`src/rtl/riscv_mem_req_arb3_if.sv`:
```
// Request/response bundle shared by the three requesters, the arbiter and the
// memory.
//
// Ports of the bundle:
//   req{0,1,2}_msg/val   requester -> arbiter  request message and valid
//   req{0,1,2}_rdy       arbiter -> requester  request accepted this cycle
//   resp{0,1,2}_msg/val  arbiter -> requester  steered memory response
//   memreq_msg/val       arbiter -> memory     merged request
//   memreq_rdy           memory -> arbiter     memory accepts request
//   memresp_msg/val      memory -> arbiter     in-order response, never stalled
//
// Modports:
//   slave   the arbiter's view of the bundle
//   master  the environment's view (requesters and memory together)
interface riscv_mem_req_arb3_if #(
  parameter int REQ_W  = 67,
  parameter int RESP_W = 35
);
  logic [REQ_W-1:0]  req0_msg;
  logic              req0_val;
  logic              req0_rdy;
  logic [REQ_W-1:0]  req1_msg;
  logic              req1_val;
  logic              req1_rdy;
  logic [REQ_W-1:0]  req2_msg;
  logic              req2_val;
  logic              req2_rdy;

  logic [RESP_W-1:0] resp0_msg;
  logic              resp0_val;
  logic [RESP_W-1:0] resp1_msg;
  logic              resp1_val;
  logic [RESP_W-1:0] resp2_msg;
  logic              resp2_val;

  logic [REQ_W-1:0]  memreq_msg;
  logic              memreq_val;
  logic              memreq_rdy;
  logic [RESP_W-1:0] memresp_msg;
  logic              memresp_val;

  modport slave (
    input  req0_msg, req0_val, req1_msg, req1_val, req2_msg, req2_val,
    input  memreq_rdy, memresp_msg, memresp_val,
    output req0_rdy, req1_rdy, req2_rdy,
    output resp0_msg, resp0_val, resp1_msg, resp1_val, resp2_msg, resp2_val,
    output memreq_msg, memreq_val
  );

  modport master (
    output req0_msg, req0_val, req1_msg, req1_val, req2_msg, req2_val,
    output memreq_rdy, memresp_msg, memresp_val,
    input  req0_rdy, req1_rdy, req2_rdy,
    input  resp0_msg, resp0_val, resp1_msg, resp1_val, resp2_msg, resp2_val,
    input  memreq_msg, memreq_val
  );
endinterface

```
`src/rtl/riscv_mem_req_arb3.sv`:
```
// Three-way round-robin arbiter in front of one single-ported memory channel.
// Requests pass straight through combinationally; the ID of every accepted
// request is queued so the in-order memory responses can be steered back to
// the port that issued them.
//
// Ports:
//   clk          rising-edge clock
//   reset        asynchronous active-low reset
//   bus          request/response bundle (slave modport)
//   outstanding  current ID FIFO occupancy
//   err_orphan   sticky flag: a response arrived with no request outstanding
module riscv_mem_req_arb3 #(
  parameter int MAX_OUT = 4
) (
  input  logic                       clk,
  input  logic                       reset,
  riscv_mem_req_arb3_if.slave        bus,
  output logic [$clog2(MAX_OUT):0]   outstanding,
  output logic                       err_orphan
);

  localparam int PW = $clog2(MAX_OUT);
  localparam int CW = PW + 1;

  function automatic logic [1:0] f_next_id(input logic [1:0] id);
    return (id == 2'd2) ? 2'd0 : id + 2'd1;
  endfunction

  logic [1:0]    r_rr_ptr;
  logic          r_lock;
  logic [1:0]    r_held_id;
  logic [1:0]    r_ids [MAX_OUT];
  logic [PW-1:0] r_wr_ptr;
  logic [PW-1:0] r_rd_ptr;
  logic [CW-1:0] r_count;
  logic          r_err_orphan;

  logic [2:0]    w_val;
  logic          w_any;
  logic [1:0]    w_grant;
  logic          w_full;
  logic          w_empty;
  logic          w_memreq_val;
  logic          w_fire;
  logic          w_pop;
  logic [1:0]    w_head;

  assign w_val   = {bus.req2_val, bus.req1_val, bus.req0_val};
  assign w_any   = |w_val;
  assign w_full  = (r_count == CW'(MAX_OUT));
  assign w_empty = (r_count == '0);
  assign w_head  = r_ids[r_rd_ptr];

  // Scan order starts at r_rr_ptr; a stalled request keeps its grant via the
  // lock so the message seen by memory cannot change before it is accepted.
  always_comb begin
    w_grant = r_rr_ptr;
    if (r_lock) begin
      w_grant = r_held_id;
    end else begin
      case (r_rr_ptr)
        2'd1: begin
          if      (w_val[1]) w_grant = 2'd1;
          else if (w_val[2]) w_grant = 2'd2;
          else if (w_val[0]) w_grant = 2'd0;
        end
        2'd2: begin
          if      (w_val[2]) w_grant = 2'd2;
          else if (w_val[0]) w_grant = 2'd0;
          else if (w_val[1]) w_grant = 2'd1;
        end
        default: begin
          if      (w_val[0]) w_grant = 2'd0;
          else if (w_val[1]) w_grant = 2'd1;
          else if (w_val[2]) w_grant = 2'd2;
        end
      endcase
    end
  end

  // A full FIFO blocks grants even when a pop happens the same cycle; this
  // keeps the full decision purely registered.
  assign w_memreq_val = w_any & ~w_full;
  assign w_fire       = w_memreq_val & bus.memreq_rdy;
  assign w_pop        = bus.memresp_val & ~w_empty;

  always_comb begin
    case (w_grant)
      2'd1:    bus.memreq_msg = bus.req1_msg;
      2'd2:    bus.memreq_msg = bus.req2_msg;
      default: bus.memreq_msg = bus.req0_msg;
    endcase
  end

  // Handshake outputs are qualified by reset so nothing fires while the
  // block is held in reset.
  assign bus.memreq_val = reset & w_memreq_val;
  assign bus.req0_rdy   = reset & (w_grant == 2'd0) & bus.memreq_rdy & ~w_full;
  assign bus.req1_rdy   = reset & (w_grant == 2'd1) & bus.memreq_rdy & ~w_full;
  assign bus.req2_rdy   = reset & (w_grant == 2'd2) & bus.memreq_rdy & ~w_full;

  assign bus.resp0_val  = reset & w_pop & (w_head == 2'd0);
  assign bus.resp1_val  = reset & w_pop & (w_head == 2'd1);
  assign bus.resp2_val  = reset & w_pop & (w_head == 2'd2);
  assign bus.resp0_msg  = bus.memresp_msg;
  assign bus.resp1_msg  = bus.memresp_msg;
  assign bus.resp2_msg  = bus.memresp_msg;

  assign outstanding = r_count;
  assign err_orphan  = r_err_orphan;

  always_ff @(posedge clk or negedge reset) begin
    if (!reset) begin
      r_rr_ptr     <= 2'd0;
      r_lock       <= 1'b0;
      r_held_id    <= 2'd0;
      r_wr_ptr     <= '0;
      r_rd_ptr     <= '0;
      r_count      <= '0;
      r_err_orphan <= 1'b0;
    end else begin
      if (w_memreq_val && !bus.memreq_rdy) begin
        r_lock    <= 1'b1;
        r_held_id <= w_grant;
      end else begin
        r_lock    <= 1'b0;
      end

      if (w_fire) begin
        r_wr_ptr <= r_wr_ptr + PW'(1);
        r_rr_ptr <= f_next_id(w_grant);
      end

      if (w_pop) begin
        r_rd_ptr <= r_rd_ptr + PW'(1);
      end

      case ({w_fire, w_pop})
        2'b10:   r_count <= r_count + CW'(1);
        2'b01:   r_count <= r_count - CW'(1);
        default: r_count <= r_count;
      endcase

      if (bus.memresp_val && w_empty) begin
        r_err_orphan <= 1'b1;
      end
    end
  end

  // ID storage needs no reset: entries are only read while the FIFO is non-empty.
  always_ff @(posedge clk) begin
    if (w_fire) begin
      r_ids[r_wr_ptr] <= w_grant;
    end
  end

endmodule

```
`src/flat_wrapper.sv`:
```
// flat-port wrapper written by rule: the top's interface ports become plain ports
module riscv_mem_req_arb3_flat 
#(
  parameter int MAX_OUT = 4
)
  (clk, reset, outstanding, err_orphan, bus_req0_msg, bus_req0_val, bus_req1_msg, bus_req1_val, bus_req2_msg, bus_req2_val, bus_memreq_rdy, bus_memresp_msg, bus_memresp_val, bus_req0_rdy, bus_req1_rdy, bus_req2_rdy, bus_resp0_msg, bus_resp0_val, bus_resp1_msg, bus_resp1_val, bus_resp2_msg, bus_resp2_val, bus_memreq_msg, bus_memreq_val);
  riscv_mem_req_arb3_if #(.REQ_W((67)), .RESP_W((35))) bus_i ();
  input  logic clk;
  input  logic reset;
  output logic [$clog2(MAX_OUT):0] outstanding;
  output logic err_orphan;
  input wire logic [$bits(bus_i.req0_msg)-1:0] bus_req0_msg;
  input wire logic [$bits(bus_i.req0_val)-1:0] bus_req0_val;
  input wire logic [$bits(bus_i.req1_msg)-1:0] bus_req1_msg;
  input wire logic [$bits(bus_i.req1_val)-1:0] bus_req1_val;
  input wire logic [$bits(bus_i.req2_msg)-1:0] bus_req2_msg;
  input wire logic [$bits(bus_i.req2_val)-1:0] bus_req2_val;
  input wire logic [$bits(bus_i.memreq_rdy)-1:0] bus_memreq_rdy;
  input wire logic [$bits(bus_i.memresp_msg)-1:0] bus_memresp_msg;
  input wire logic [$bits(bus_i.memresp_val)-1:0] bus_memresp_val;
  output wire logic [$bits(bus_i.req0_rdy)-1:0] bus_req0_rdy;
  output wire logic [$bits(bus_i.req1_rdy)-1:0] bus_req1_rdy;
  output wire logic [$bits(bus_i.req2_rdy)-1:0] bus_req2_rdy;
  output wire logic [$bits(bus_i.resp0_msg)-1:0] bus_resp0_msg;
  output wire logic [$bits(bus_i.resp0_val)-1:0] bus_resp0_val;
  output wire logic [$bits(bus_i.resp1_msg)-1:0] bus_resp1_msg;
  output wire logic [$bits(bus_i.resp1_val)-1:0] bus_resp1_val;
  output wire logic [$bits(bus_i.resp2_msg)-1:0] bus_resp2_msg;
  output wire logic [$bits(bus_i.resp2_val)-1:0] bus_resp2_val;
  output wire logic [$bits(bus_i.memreq_msg)-1:0] bus_memreq_msg;
  output wire logic [$bits(bus_i.memreq_val)-1:0] bus_memreq_val;
  assign bus_i.req0_msg = bus_req0_msg;
  assign bus_i.req0_val = bus_req0_val;
  assign bus_i.req1_msg = bus_req1_msg;
  assign bus_i.req1_val = bus_req1_val;
  assign bus_i.req2_msg = bus_req2_msg;
  assign bus_i.req2_val = bus_req2_val;
  assign bus_i.memreq_rdy = bus_memreq_rdy;
  assign bus_i.memresp_msg = bus_memresp_msg;
  assign bus_i.memresp_val = bus_memresp_val;
  assign bus_req0_rdy = bus_i.req0_rdy;
  assign bus_req1_rdy = bus_i.req1_rdy;
  assign bus_req2_rdy = bus_i.req2_rdy;
  assign bus_resp0_msg = bus_i.resp0_msg;
  assign bus_resp0_val = bus_i.resp0_val;
  assign bus_resp1_msg = bus_i.resp1_msg;
  assign bus_resp1_val = bus_i.resp1_val;
  assign bus_resp2_msg = bus_i.resp2_msg;
  assign bus_resp2_val = bus_i.resp2_val;
  assign bus_memreq_msg = bus_i.memreq_msg;
  assign bus_memreq_val = bus_i.memreq_val;
  riscv_mem_req_arb3 #(.MAX_OUT(MAX_OUT)) u_core (.clk(clk), .reset(reset), .bus(bus_i), .outstanding(outstanding), .err_orphan(err_orphan));
endmodule
```
`config.mk`:
```
export PLATFORM = sky130hd
export DESIGN_NAME = riscv_mem_req_arb3_flat
export DESIGN_NICKNAME = d
export VERILOG_FILES = /design/src/rtl/riscv_mem_req_arb3_if.sv /design/src/rtl/riscv_mem_req_arb3.sv /design/src/flat_wrapper.sv
export SDC_FILE = /design/constraint.sdc
export NUM_CORES = 1
export LEC_CHECK = 0
export ABC_CLOCK_PERIOD_IN_PS = 3700
export CORE_AREA = 4 4 164 166
export DETAILED_ROUTE_END_ITERATION = 10
export DIE_AREA = 0 0 168 170
export HOLD_SLACK_MARGIN = 0.06
export PLACE_DENSITY = 0.44
export SYNTH_ARGS = -nofsm -noshare
export SYNTH_HDL_FRONTEND = slang
export SYNTH_SLANG_ARGS = --single-unit
export TNS_END_PERCENT = 20
```
`constraint.sdc`:
```
create_clock -name clk -period 3.7 [get_ports clk]
set_clock_uncertainty 0.1 [all_clocks]
set_input_delay 0.555 -clock clk [delete_from_list [all_inputs] [get_ports clk]]
set_output_delay 0.555 -clock clk [all_outputs]
set_load 0.05 [all_outputs]
```
==> flow_summary.yaml <==
status:
  status: "complete, no violations"
yosys:
  syn_inst: 435
  seq_area_frac_synth_pct: 17.6
  synth_area_um2: 3220
  ys_ff_latch: 21
  synthArstFlopShare_pct: 61.9
  yosysUniqueCellTypes: 40
  synth_edf_count: 8
  avgSynthCellArea_um2: 7.40
  ys_warn_count: 0
  syn-num-nets: 691
  synth-main-ff-cell: "dfrtp_1"
place:
  gp_congestion: 0.766
  place_ws_ps: -113
  portBuffers: 285
  dp.cells: 960
  detailed_place_hpwl_um: 13800
global_routing:
  gr-total-overflow: 0
  grt_pass1_wl_um: 22900
  gr-usage-all-layers_pct: 10.2
  grt_start_max_net_pins: 52
  grt_pass1_vias: 3845
  grt_antenna_before_repair: 0
worst_setup_path:
  start_kind: "primary input"
  critical-path-top-delay-family: "buffers and inverters"
  crit_path_cell_trace: "clkdlybuf4s50_1 -> or2_2 -> a211oi_2 -> buf_4 -> a22oi_2 -> ha_4 -> buf_4 -> nor2_1 -> a21oi_1 -> buf_12"
  cp.arrival_ps: 2940
  crit_top_cell: "buf_4"
  end_kind: "output pin"
  cp_max_fo: 10
  slowest_stage: "ha_4"
  crit_type: "in2out"
  critPathBufInv: 4
  worstPathRequired_ps: 3040
  max_stage_delay_ps: 450
clock_network:
  cts.clk_slew.worst_paths_ps: 60
  tritoncts: "done"
  cts-hold-fix-buffers: 0
  cts-root-buf: "clkbuf_16"
  cts_buffers: 3
  cts_htree_levels: 1
  cts.sinks: 21
  clock_latency_ps: 250
  clock_path_buffers: 2
timing:
  setup_tns_ps: 0
  fmax_mhz: 278
  maxSlewViolCount: 0
  setup_viol: 0
  hold_violations: 0
  period_share_pct: 97.2
  rsz0062_at_grt: "false"
  min_period_ps: 3600
  worst_slew_margin_rel_pct: 66.1
  tightest_slew_ps: 506
  fin_ws_ps: 103
cells_and_area:
  seq_area_um2: 566
  n_antenna_cell: 0
  multiInputGateArea_um2: 1850
  final_common_cell: "clkdlybuf4s50_1"
  drive_above_1_share_pct: 26.5
  final_cells: 973
  mostFrequentLayoutCells: "clkdlybuf4s50_1, buf_12, nor2_1"
  syn2layout_area_growth_pct: 119
  fin_nets: 895
  fillers: 2718
power:
  pwr-share-seq_pct: 4.4
  leakagePower_nw: 2.74
  clkPwrFrac_pct: 2.3
  p_sw_share_pct: 52.4
  finalPower_mw: 9.95
  pwr-share-comb_pct: 93.3
  p_sw_mw: 5.21
  worst_ir_drop_vdd_mv: 0.852
  internal_power_mw: 4.74
  p_per_area_nw_per_um2: 1410
floorplanning:
  die-area_um2: 28600
  coreArea_um2: 25600
  die_y_um: 170
  die_x_um: 168
  ios: 426
  std_cell_rows: 59
  initial_core_util_pct: 12.6
route:
  routed_wirelength_um: 17400
  via_per_inst: 3.92
  ant_nets: 0
  post_drt_wl_per_cell_um: 17.9
  vias: 3817
  firstDrtPassIters: 4
  drt-initial-drc-count: 142
  drcViolationCount: 0
worst_hold_path:
  hold_path.class: "reg2reg"
run:
  maxCapViolations: 0
-- final timing paths --
kind / start / endpoint / slack [ps] / cells past startpoint
max in group asynchronous: reset / u_core.r_lock / 2730 / 2
min: u_core.err_orphan / u_core.err_orphan / 360 / 1
min reg2reg: u_core.err_orphan / u_core.err_orphan / 360 / 1
max: bus_req0_val / bus_memreq_msg[4] / 100 / 10
min in group asynchronous: reset / u_core.r_rd_ptr[0] / 600 / 2
max reg2reg: u_core.outstanding[1] / u_core.outstanding[2] / 1360 / 9
-- cell families (layout without fill, tap and decap cells) --
family	count (synthesis)	after routing	share of synthesized area, %
AOI/OAI and AO/OA	143	143	28.4
buffers and inverters	146	349	29.6
xor gates and xnor gates	6	6	1.63
adders and majority gates	13	13	5.29
DFF	21	21	17.6
muxes	8	8	3.81
and+or+nand+nor	98	98	13.7
-- registers in the layout, summed over array words and instances (netlist names) --
register            count
u_core.r_ids            8
u_core.r_held_id        2
u_core.err_orphan       1
u_core.r_wr_ptr         2
u_core.r_rd_ptr         2
u_core.r_lock           1
u_core.outstanding      3
u_core.r_rr_ptr         2
-- power groups by stage --
| stage | Combinational (mW) | Clock (mW) | Sequential, mW |
|---|---|---|---|
| finish | 9.28 | 0.231 | 0.440 |
| global route | 9.71 | 0.249 | 0.455 |
| CTS | 8.79 | 0.238 | 0.437 |
| detailed placement | 8.75 | 0 | 0.439 |
| global placement | 8.76 | 0 | 0.435 |
| floorplan | 4.48 | 0 | 0.483 |
-- what timing repair did --
item | CTS | global route
resized for setup | 4 | 24
cloned | 0 | 6
pin swaps | 0 | 3
endpoints found under the hold margin | 0 | 0
setup buffers | 0 | 3
setup endpoints to repair | 31 | 63
-- area by class of cell --
cell class / count / area share (%)
multi-input cells: 268 / 26.2
well taps: 335 / 5.95
clock buffers: 3 / 1.07
clock inverters: 1 / 0.107
flip-flops and latches: 21 / 8.03
inverters: 9 / 0.480
repair buffers: 336 / 58.1
-- stage by stage --
stage	area (um2)	utilization, %	hold slack, ps
after CTS	6780	26.4	364
after floorplan	3230	-	159
after detailed placement	6680	26.1	351
after global routing	7040	27.5	392
final	7040	27.5	365
after global placement	6680	26.1	343
-- synthesized netlist by cell type, types with 4 or more instances --
cell      count  area [um2]
ha_1         12         150
nor2_1       70         263
clkbuf_1     20        75.1
buf_1         9        33.8
edfxtp_1      8         240
a21oi_1      67         335
inv_1         9        33.8
dfrtp_1      13         325
and2_2        4        30.0
a22oi_1      68         510
nor3_1        4        20.0
buf_4       105         788
-- routing by layer --
| metal | GRT usage (%) | wire length, um | part of all wire, % | vias to the layer above |
|---|---|---|---|---|
| met5 | 0 | 0 | 0 | - |
| met4 | 2.19 | 278 | 1.6 | 0 |
| met1 | 10.7 | 6170 | 35 | 1731 |
| met2 | 18.3 | 9010 | 52 | 243 |
| met3 | 5.20 | 1980 | 11 | 15 |
| li1 | - | - | - | 1828 |
(Power assumes the default switching activity.)
